--- src/rtl/alu_issue.sv ---
// alu_issue: issue/writeback sequencer for an external registered ALU.
// Holds a 4 x 8-bit register file and a 4-bit flag register, and walks each
// instruction through IDLE -> ISSUE -> WB (three cycles from accept to done).
// Optional feature: define ALU_ISSUE_IMM_EN to decode instr[12] as the
// immediate-form select (alu_b = imm8, alu_shamt = instr[2:0]). When it is
// undefined, every instruction uses the register form and instr[12] is ignored.
module alu_issue (
  input  logic        clk,
  input  logic        rst_n,
  input  logic        instr_valid,
  input  logic [15:0] instr,
  output logic        instr_ready,
  output logic [7:0]  alu_a,
  output logic [7:0]  alu_b,
  output logic [2:0]  alu_op,
  output logic [2:0]  alu_shamt,
  input  logic [7:0]  alu_out,
  input  logic [3:0]  alu_flags,
  output logic [3:0]  flags,
  output logic        done,
  input  logic [1:0]  rd_sel,
  output logic [7:0]  rd_data
);

  localparam logic [1:0] ST_IDLE  = 2'd0;
  localparam logic [1:0] ST_ISSUE = 2'd1;
  localparam logic [1:0] ST_WB    = 2'd2;

  logic [1:0]  state_q, state_d;
  logic [15:0] instr_q, instr_d;
  logic [7:0]  regs_q [4];
  logic [7:0]  regs_d [4];
  logic [3:0]  flags_q, flags_d;
  logic        done_q, done_d;

  // Field views of the latched instruction word.
  logic [2:0] op_f;
  logic [1:0] rd_f;
  logic [1:0] ra_f;
  logic [1:0] rb_f;

  assign op_f = instr_q[15:13];
  assign rd_f = instr_q[11:10];
  assign ra_f = instr_q[9:8];
  assign rb_f = instr_q[1:0];

`ifndef ALU_ISSUE_IMM_EN
  // Without the immediate form the select bit and rb[7:5] carry no meaning.
  logic unused_imm_bits;
  assign unused_imm_bits = ^{instr_q[12], instr_q[7:5]};
`endif

  // Next-state logic: accept in IDLE, one cycle of issue, then writeback.
  always_comb begin
    // NOTE: every output of this block gets a default first, so no path
    // leaves a variable unassigned and no latch is inferred.
    state_d = state_q;
    instr_d = instr_q;
    regs_d  = regs_q;
    flags_d = flags_q;
    done_d  = 1'b0;
    case (state_q)
      ST_IDLE: begin
        if (instr_valid) begin
          instr_d = instr;
          state_d = ST_ISSUE;
        end
      end
      ST_ISSUE: begin
        state_d = ST_WB;
      end
      ST_WB: begin
        // Operands were read in ISSUE, so rd == ra/rb simply overwrites.
        regs_d[rd_f] = alu_out;
        flags_d      = alu_flags;
        done_d       = 1'b1;
        state_d      = ST_IDLE;
      end
      default: begin
        state_d = ST_IDLE;
      end
    endcase
  end

  // ALU operand drive: live only in ISSUE, parked at zero otherwise.
  always_comb begin
    alu_a     = 8'h00;
    alu_b     = 8'h00;
    alu_op    = 3'd0;
    alu_shamt = 3'd0;
    if (state_q == ST_ISSUE) begin
      alu_a  = regs_q[ra_f];
      alu_op = op_f;
`ifdef ALU_ISSUE_IMM_EN
      if (instr_q[12]) begin
        alu_b     = instr_q[7:0];
        alu_shamt = instr_q[2:0];
      end else begin
        alu_b     = regs_q[rb_f];
        alu_shamt = instr_q[4:2];
      end
`else
      alu_b     = regs_q[rb_f];
      alu_shamt = instr_q[4:2];
`endif
    end
  end

  // State, latched instruction, register file, flags and done pulse.
  always_ff @(posedge clk or negedge rst_n) begin
    if (!rst_n) begin
      state_q <= ST_IDLE;
      instr_q <= 16'h0000;
      // NOTE: the register file is architecturally visible after reset, so
      // it is reset like any flop rather than left to power-up contents.
      regs_q  <= '{default: 8'h00};
      flags_q <= 4'h0;
      done_q  <= 1'b0;
    end else begin
      // NOTE: non-blocking assignments so every flop samples pre-edge values.
      state_q <= state_d;
      instr_q <= instr_d;
      regs_q  <= regs_d;
      flags_q <= flags_d;
      done_q  <= done_d;
    end
  end

  assign instr_ready = (state_q == ST_IDLE);
  assign flags       = flags_q;
  assign done        = done_q;
  assign rd_data     = regs_q[rd_sel];

endmodule

--- config.mk ---
export PLATFORM = sky130hd
export DESIGN_NAME = alu_issue
export DESIGN_NICKNAME = d
export VERILOG_FILES = /design/src/rtl/alu_issue.sv
export SDC_FILE = /design/constraint.sdc
export NUM_CORES = 1
export LEC_CHECK = 0
export ABC_AREA = 0
export BUFFER_PORTS_ARGS = -buffer_cell sky130_fd_sc_hd__buf_2
export CORE_MARGIN = 5
export CORE_UTILIZATION = 48
export CTS_CLUSTER_DIAMETER = 40
export CTS_CLUSTER_SIZE = 12
export DETAILED_ROUTE_END_ITERATION = 6
export PLACE_DENSITY_LB_ADDON = 0.05
export SYNTH_ARGS = -nofsm -noshare
export SYNTH_HDL_FRONTEND = slang
export SYNTH_SLANG_ARGS = --single-unit
export TNS_END_PERCENT = 30
--- constraint.sdc ---
create_clock -name clk -period 1.49 [get_ports clk]
set_input_delay 0.298 -clock clk [delete_from_list [all_inputs] [get_ports clk]]
set_output_delay 0.298 -clock clk [all_outputs]
set_load 0.02 [all_outputs]
==> run_summary.xml <==
<?xml version="1.0" encoding="UTF-8"?>
<metrics>
  <group name="sta">
    <metric name="drv_slew" unit="">0</metric>
    <metric name="timing.max_slew.rel_slack" unit="%">66.85</metric>
    <metric name="clock_skew" unit="ns">0.005431</metric>
    <metric name="final-hold-violation-count" unit="">0</metric>
    <metric name="achievable-frequency" unit="GHz">0.5317</metric>
    <metric name="final_period_minus_worst_setup_slack" unit="ns">1.881</metric>
    <metric name="grt_setup_unrepaired" unit="">true</metric>
    <metric name="period_utilization" unit="%">126.2</metric>
    <metric name="report.final.setup_viol" unit="">71</metric>
    <metric name="layout_setup_ws" unit="ns">-0.3909</metric>
    <metric name="worstMarginPinSlew" unit="ns">0.4973</metric>
  </group>
  <group name="global_route">
    <metric name="number_of_antenna_violations_at_the_first_check_in_global_routing" unit="">0</metric>
    <metric name="grt-ovfl-total" unit="">0</metric>
    <metric name="grt_max_degree" unit="">33</metric>
    <metric name="grt.total_usage" unit="%">19.44</metric>
    <metric name="grt_pass1_wl" unit="um">10800</metric>
    <metric name="via_count_of_the_first_global_routing_pass" unit="">2086</metric>
  </group>
  <group name="power">
    <metric name="pwr_density_cell" unit="nW/um^2">1756</metric>
    <metric name="leakagePower" unit="nW">1.795</metric>
    <metric name="power.total" unit="W">0.006879</metric>
    <metric name="ir_drop" unit="uV">857.9</metric>
  </group>
  <group name="run_status">
    <metric name="failed_checks" unit="">setup timing</metric>
    <metric name="run_status" unit="">complete, but fails checks</metric>
  </group>
  <group name="critical_path">
    <metric name="largest_stage_delay_on_the_critical_path" unit="ns">0.52</metric>
    <metric name="path_cells" unit="">or3b_4 &gt; o22ai_4 &gt; buf_6</metric>
    <metric name="worst-setup-path-type" unit="">register to primary output</metric>
    <metric name="slowest_cell_on_crit_path" unit="">sky130_fd_sc_hd__or3b_4</metric>
    <metric name="critical_path_peak_fanout" unit="">8</metric>
    <metric name="reg2reg_setup_slack" unit="ns">-0.15</metric>
    <metric name="cp.buffers_inverters" unit="">1</metric>
    <metric name="cp.required" unit="ns">1.19</metric>
    <metric name="delay_heaviest_family_cp" unit="">simple AND/OR/NAND/NOR gates</metric>
    <metric name="signal_arrival_time_at_the_worst_endpoint" unit="ns">1.58</metric>
    <metric name="setup.worst_path.end_class" unit="">primary output</metric>
    <metric name="start_kind" unit="">register</metric>
  </group>
  <group name="floorplan">
    <metric name="io-pin-count" unit="">69</metric>
    <metric name="die_w" unit="um">84.22</metric>
    <metric name="placementRows" unit="">27</metric>
    <metric name="placeableCoreArea" unit="um^2">5439</metric>
    <metric name="die_height" unit="um">84.22</metric>
    <metric name="design.die.area" unit="um^2">7092</metric>
    <metric name="initial_utilization" unit="%">48.61</metric>
  </group>
  <group name="layout">
    <metric name="layout.nets" unit="">309</metric>
    <metric name="layout.filler_cells" unit="">365</metric>
    <metric name="area_growth_syn_to_layout" unit="%">48.18</metric>
    <metric name="layout-drive-gt1-share" unit="%">67.75</metric>
    <metric name="finalNonFillerCells" unit="">348</metric>
    <metric name="diodes" unit="">0</metric>
    <metric name="finalCoreUtilization" unit="%">72.03</metric>
  </group>
  <group name="drt">
    <metric name="drc_errors" unit="">0</metric>
    <metric name="dr.pass1.iters" unit="">4</metric>
    <metric name="detailroute.via_count" unit="">1943</metric>
    <metric name="violation_count_after_the_first_detailed_route_iteration" unit="">84</metric>
    <metric name="detail_route.wl_per_cell" unit="um">19.99</metric>
    <metric name="vias_per_cell" unit="">5.583</metric>
    <metric name="detail_route.wirelength" unit="um">6957</metric>
    <metric name="final_antenna_net_count" unit="">0</metric>
  </group>
  <group name="clocking">
    <metric name="tritoncts" unit="">yes</metric>
    <metric name="tritoncts.num_buffers" unit="">5</metric>
    <metric name="clock-sinks" unit="">51</metric>
    <metric name="cts-htree-levels" unit="">2</metric>
    <metric name="clk-insertion-delay-late" unit="ns">0.30</metric>
    <metric name="cts_root_buffer" unit="">sky130_fd_sc_hd__clkbuf_8</metric>
    <metric name="clk_pin_slew_worst_paths" unit="ns">0.08</metric>
    <metric name="cts-root-to-sink-buffers" unit="">2</metric>
  </group>
  <group name="synthesis">
    <metric name="ys_warn_count" unit="">0</metric>
    <metric name="syn-instance-count" unit="">187</metric>
    <metric name="synthTopCellsByArea" unit="">sky130_fd_sc_hd__dfrtp_1, sky130_fd_sc_hd__mux2_2, sky130_fd_sc_hd__mux2i_1, sky130_fd_sc_hd__mux4_2, sky130_fd_sc_hd__o22ai_1</metric>
    <metric name="netlist_top_cells_count" unit="">sky130_fd_sc_hd__dfrtp_1, sky130_fd_sc_hd__mux2_2, sky130_fd_sc_hd__mux2i_1, sky130_fd_sc_hd__o22ai_1, sky130_fd_sc_hd__buf_2</metric>
    <metric name="ys_ff_latch" unit="">51</metric>
    <metric name="postSynthAreaPerCell" unit="um^2">14.14</metric>
    <metric name="async_flop_share" unit="%">100.0</metric>
    <metric name="post-synth-top-area-cell" unit="">sky130_fd_sc_hd__dfrtp_1</metric>
    <metric name="yosys.area.top_type_share" unit="%">48.27</metric>
    <metric name="synthMostInstantiatedCell" unit="">sky130_fd_sc_hd__dfrtp_1</metric>
    <metric name="synth_seq_area_share" unit="%">48.27</metric>
    <metric name="synth_cell_types" unit="">18</metric>
    <metric name="ys.flop_type" unit="">sky130_fd_sc_hd__dfrtp_1</metric>
    <metric name="synth_nets" unit="">220</metric>
    <metric name="number_of_flops_mapped_to_enable_cells_by_yosys" unit="">0</metric>
    <metric name="synth.cell_area" unit="um^2">2644</metric>
  </group>
  <group name="hold_path">
    <metric name="timing.hold.worst.class" unit="">primary input to register</metric>
  </group>
  <group name="place">
    <metric name="place.port_buffers" unit="">64</metric>
    <metric name="pre_cts_slack" unit="ns">-0.2391</metric>
    <metric name="place_inst" unit="">333</metric>
    <metric name="globalplace.congestion" unit="">0.8052</metric>
    <metric name="hpwl" unit="um">4817</metric>
  </group>
  <group name="flow_run">
    <metric name="cap_violations" unit="">0</metric>
  </group>
</metrics>
[final timing paths]
path,start,to,depth (start not counted)
max in group asynchronous,rst_n,instr_q[10]$_DFFE_PN0P_,3
setup / recovery,state_q[1]$_DFFE_PN0P_,alu_b[6],3
setup reg to reg,state_q[0]$_DFFE_PN0P_,regs_q[13]$_DFFE_PN0P_,5
min in group asynchronous,rst_n,regs_q[0]$_DFFE_PN0P_,2
hold reg to reg,instr_q[4]$_DFFE_PN0P_,instr_q[4]$_DFFE_PN0P_,1
hold / removal,alu_flags[0],flags[0]$_DFFE_PN0P_,2
[cell families (layout without fill, tap and decap cells)]
group           count (synthesis)  in the layout  share of synthesized area (%)
flops                          51             51                          48.27
compound gates                 16             16                          3.786
simple gates                   18             18                          5.726
buf+inv                        14            103                          2.839
mux                            88             88                          39.38
[layer usage]
metal	part of all wire [%]	vias to the layer above	global-route usage, %
li1	-	883	-
met1	41	1005	23.12
met2	54	48	35.72
met3	4.1	7	3.631
met4	1.3	0	5.409
met5	0	-	0
[timing repair]
| item | CTS | global route |
|---|---|---|
| hold endpoints to repair | 19 | 0 |
| gates resized for setup | 74 | 39 |
| endpoints found under the setup margin | 46 | 67 |
| hold buffers | 1 | 0 |
| buffers inserted | 2 | 5 |
| pin swaps | 15 | 9 |
[per-stage QoR]
stage          setup TNS [ns]  instance area [um^2]  hold WS [ns]
3_3_place_gp           -3.715                  3332        0.2694
2_1_floorplan          -2.229                  2783      0.002409
6_report               -11.38                  3918        0.2308
4_1_cts                -8.603                  3717        0.2225
5_1_grt                -16.43                  3918        0.2265
3_5_place_dp           -4.821                  3332        0.2906
[registers in the layout, summed over array words and instances, names as in the netlist]
| signal | count |
|---|---|
| regs_q | 32 |
| flags | 4 |
| state_q | 2 |
| instr_q | 12 |
| done | 1 |
[layout by cell type, fill, tap and decap left out]
master,Yosys,routed
sky130_fd_sc_hd__dfrtp_1,51,50
sky130_fd_sc_hd__buf_2,9,41
sky130_fd_sc_hd__buf_6,0,36
sky130_fd_sc_hd__mux2i_1,32,32
sky130_fd_sc_hd__mux2_4,0,30
sky130_fd_sc_hd__mux2_2,48,18
sky130_fd_sc_hd__buf_4,3,14
sky130_fd_sc_hd__o22ai_4,0,12
sky130_fd_sc_hd__mux4_2,8,8
sky130_fd_sc_hd__clkbuf_8,0,6
sky130_fd_sc_hd__and2_4,0,4
sky130_fd_sc_hd__o22ai_2,0,4
sky130_fd_sc_hd__buf_12,0,4
sky130_fd_sc_hd__or3b_4,0,2
sky130_fd_sc_hd__nand3b_1,2,2
sky130_fd_sc_hd__and2_1,6,2
sky130_fd_sc_hd__nor4bb_4,0,2
sky130_fd_sc_hd__nor2b_2,0,1
sky130_fd_sc_hd__nor2b_4,0,1
sky130_fd_sc_hd__nor2_1,1,1
sky130_fd_sc_hd__nand4b_1,1,1
sky130_fd_sc_hd__nor3b_4,0,1
sky130_fd_sc_hd__nor4b_4,1,1
sky130_fd_sc_hd__clkinv_2,0,1
sky130_fd_sc_hd__dlygate4sd3_1,0,1
sky130_fd_sc_hd__dfrtp_2,0,1
[worst reg2reg max path: stages (launching register included)]
cell and delay [ns]:
sky130_fd_sc_hd__dfrtp_1 0.42, sky130_fd_sc_hd__buf_6 0.16, sky130_fd_sc_hd__buf_6 0.12, sky130_fd_sc_hd__nor4bb_4 0.26
sky130_fd_sc_hd__buf_6 0.22, sky130_fd_sc_hd__mux2_2 0.35
[final cells by class]
cell class	count	area, um^2	area share, %
clock inverters	1	5.005	0.1278
well taps	72	90.09	2.300
multi-input cells	122	1657	42.29
flip-flops and latches	51	1277	32.61
clock buffers	6	82.58	2.108
repair buffers	96	805.8	20.57
[where the power goes]
part / total, W / leakage [nW] / switching, W / internal [W]
registers: 0.00255 / 0.608 / 0.000589 / 0.00196
clock network: 0.000789 / 0.0470 / 0.000424 / 0.000365
logic: 0.00354 / 1.14 / 0.00157 / 0.00198
total: 0.00688 / 1.80 / 0.00258 / 0.00430
(Power assumes the default switching activity.)
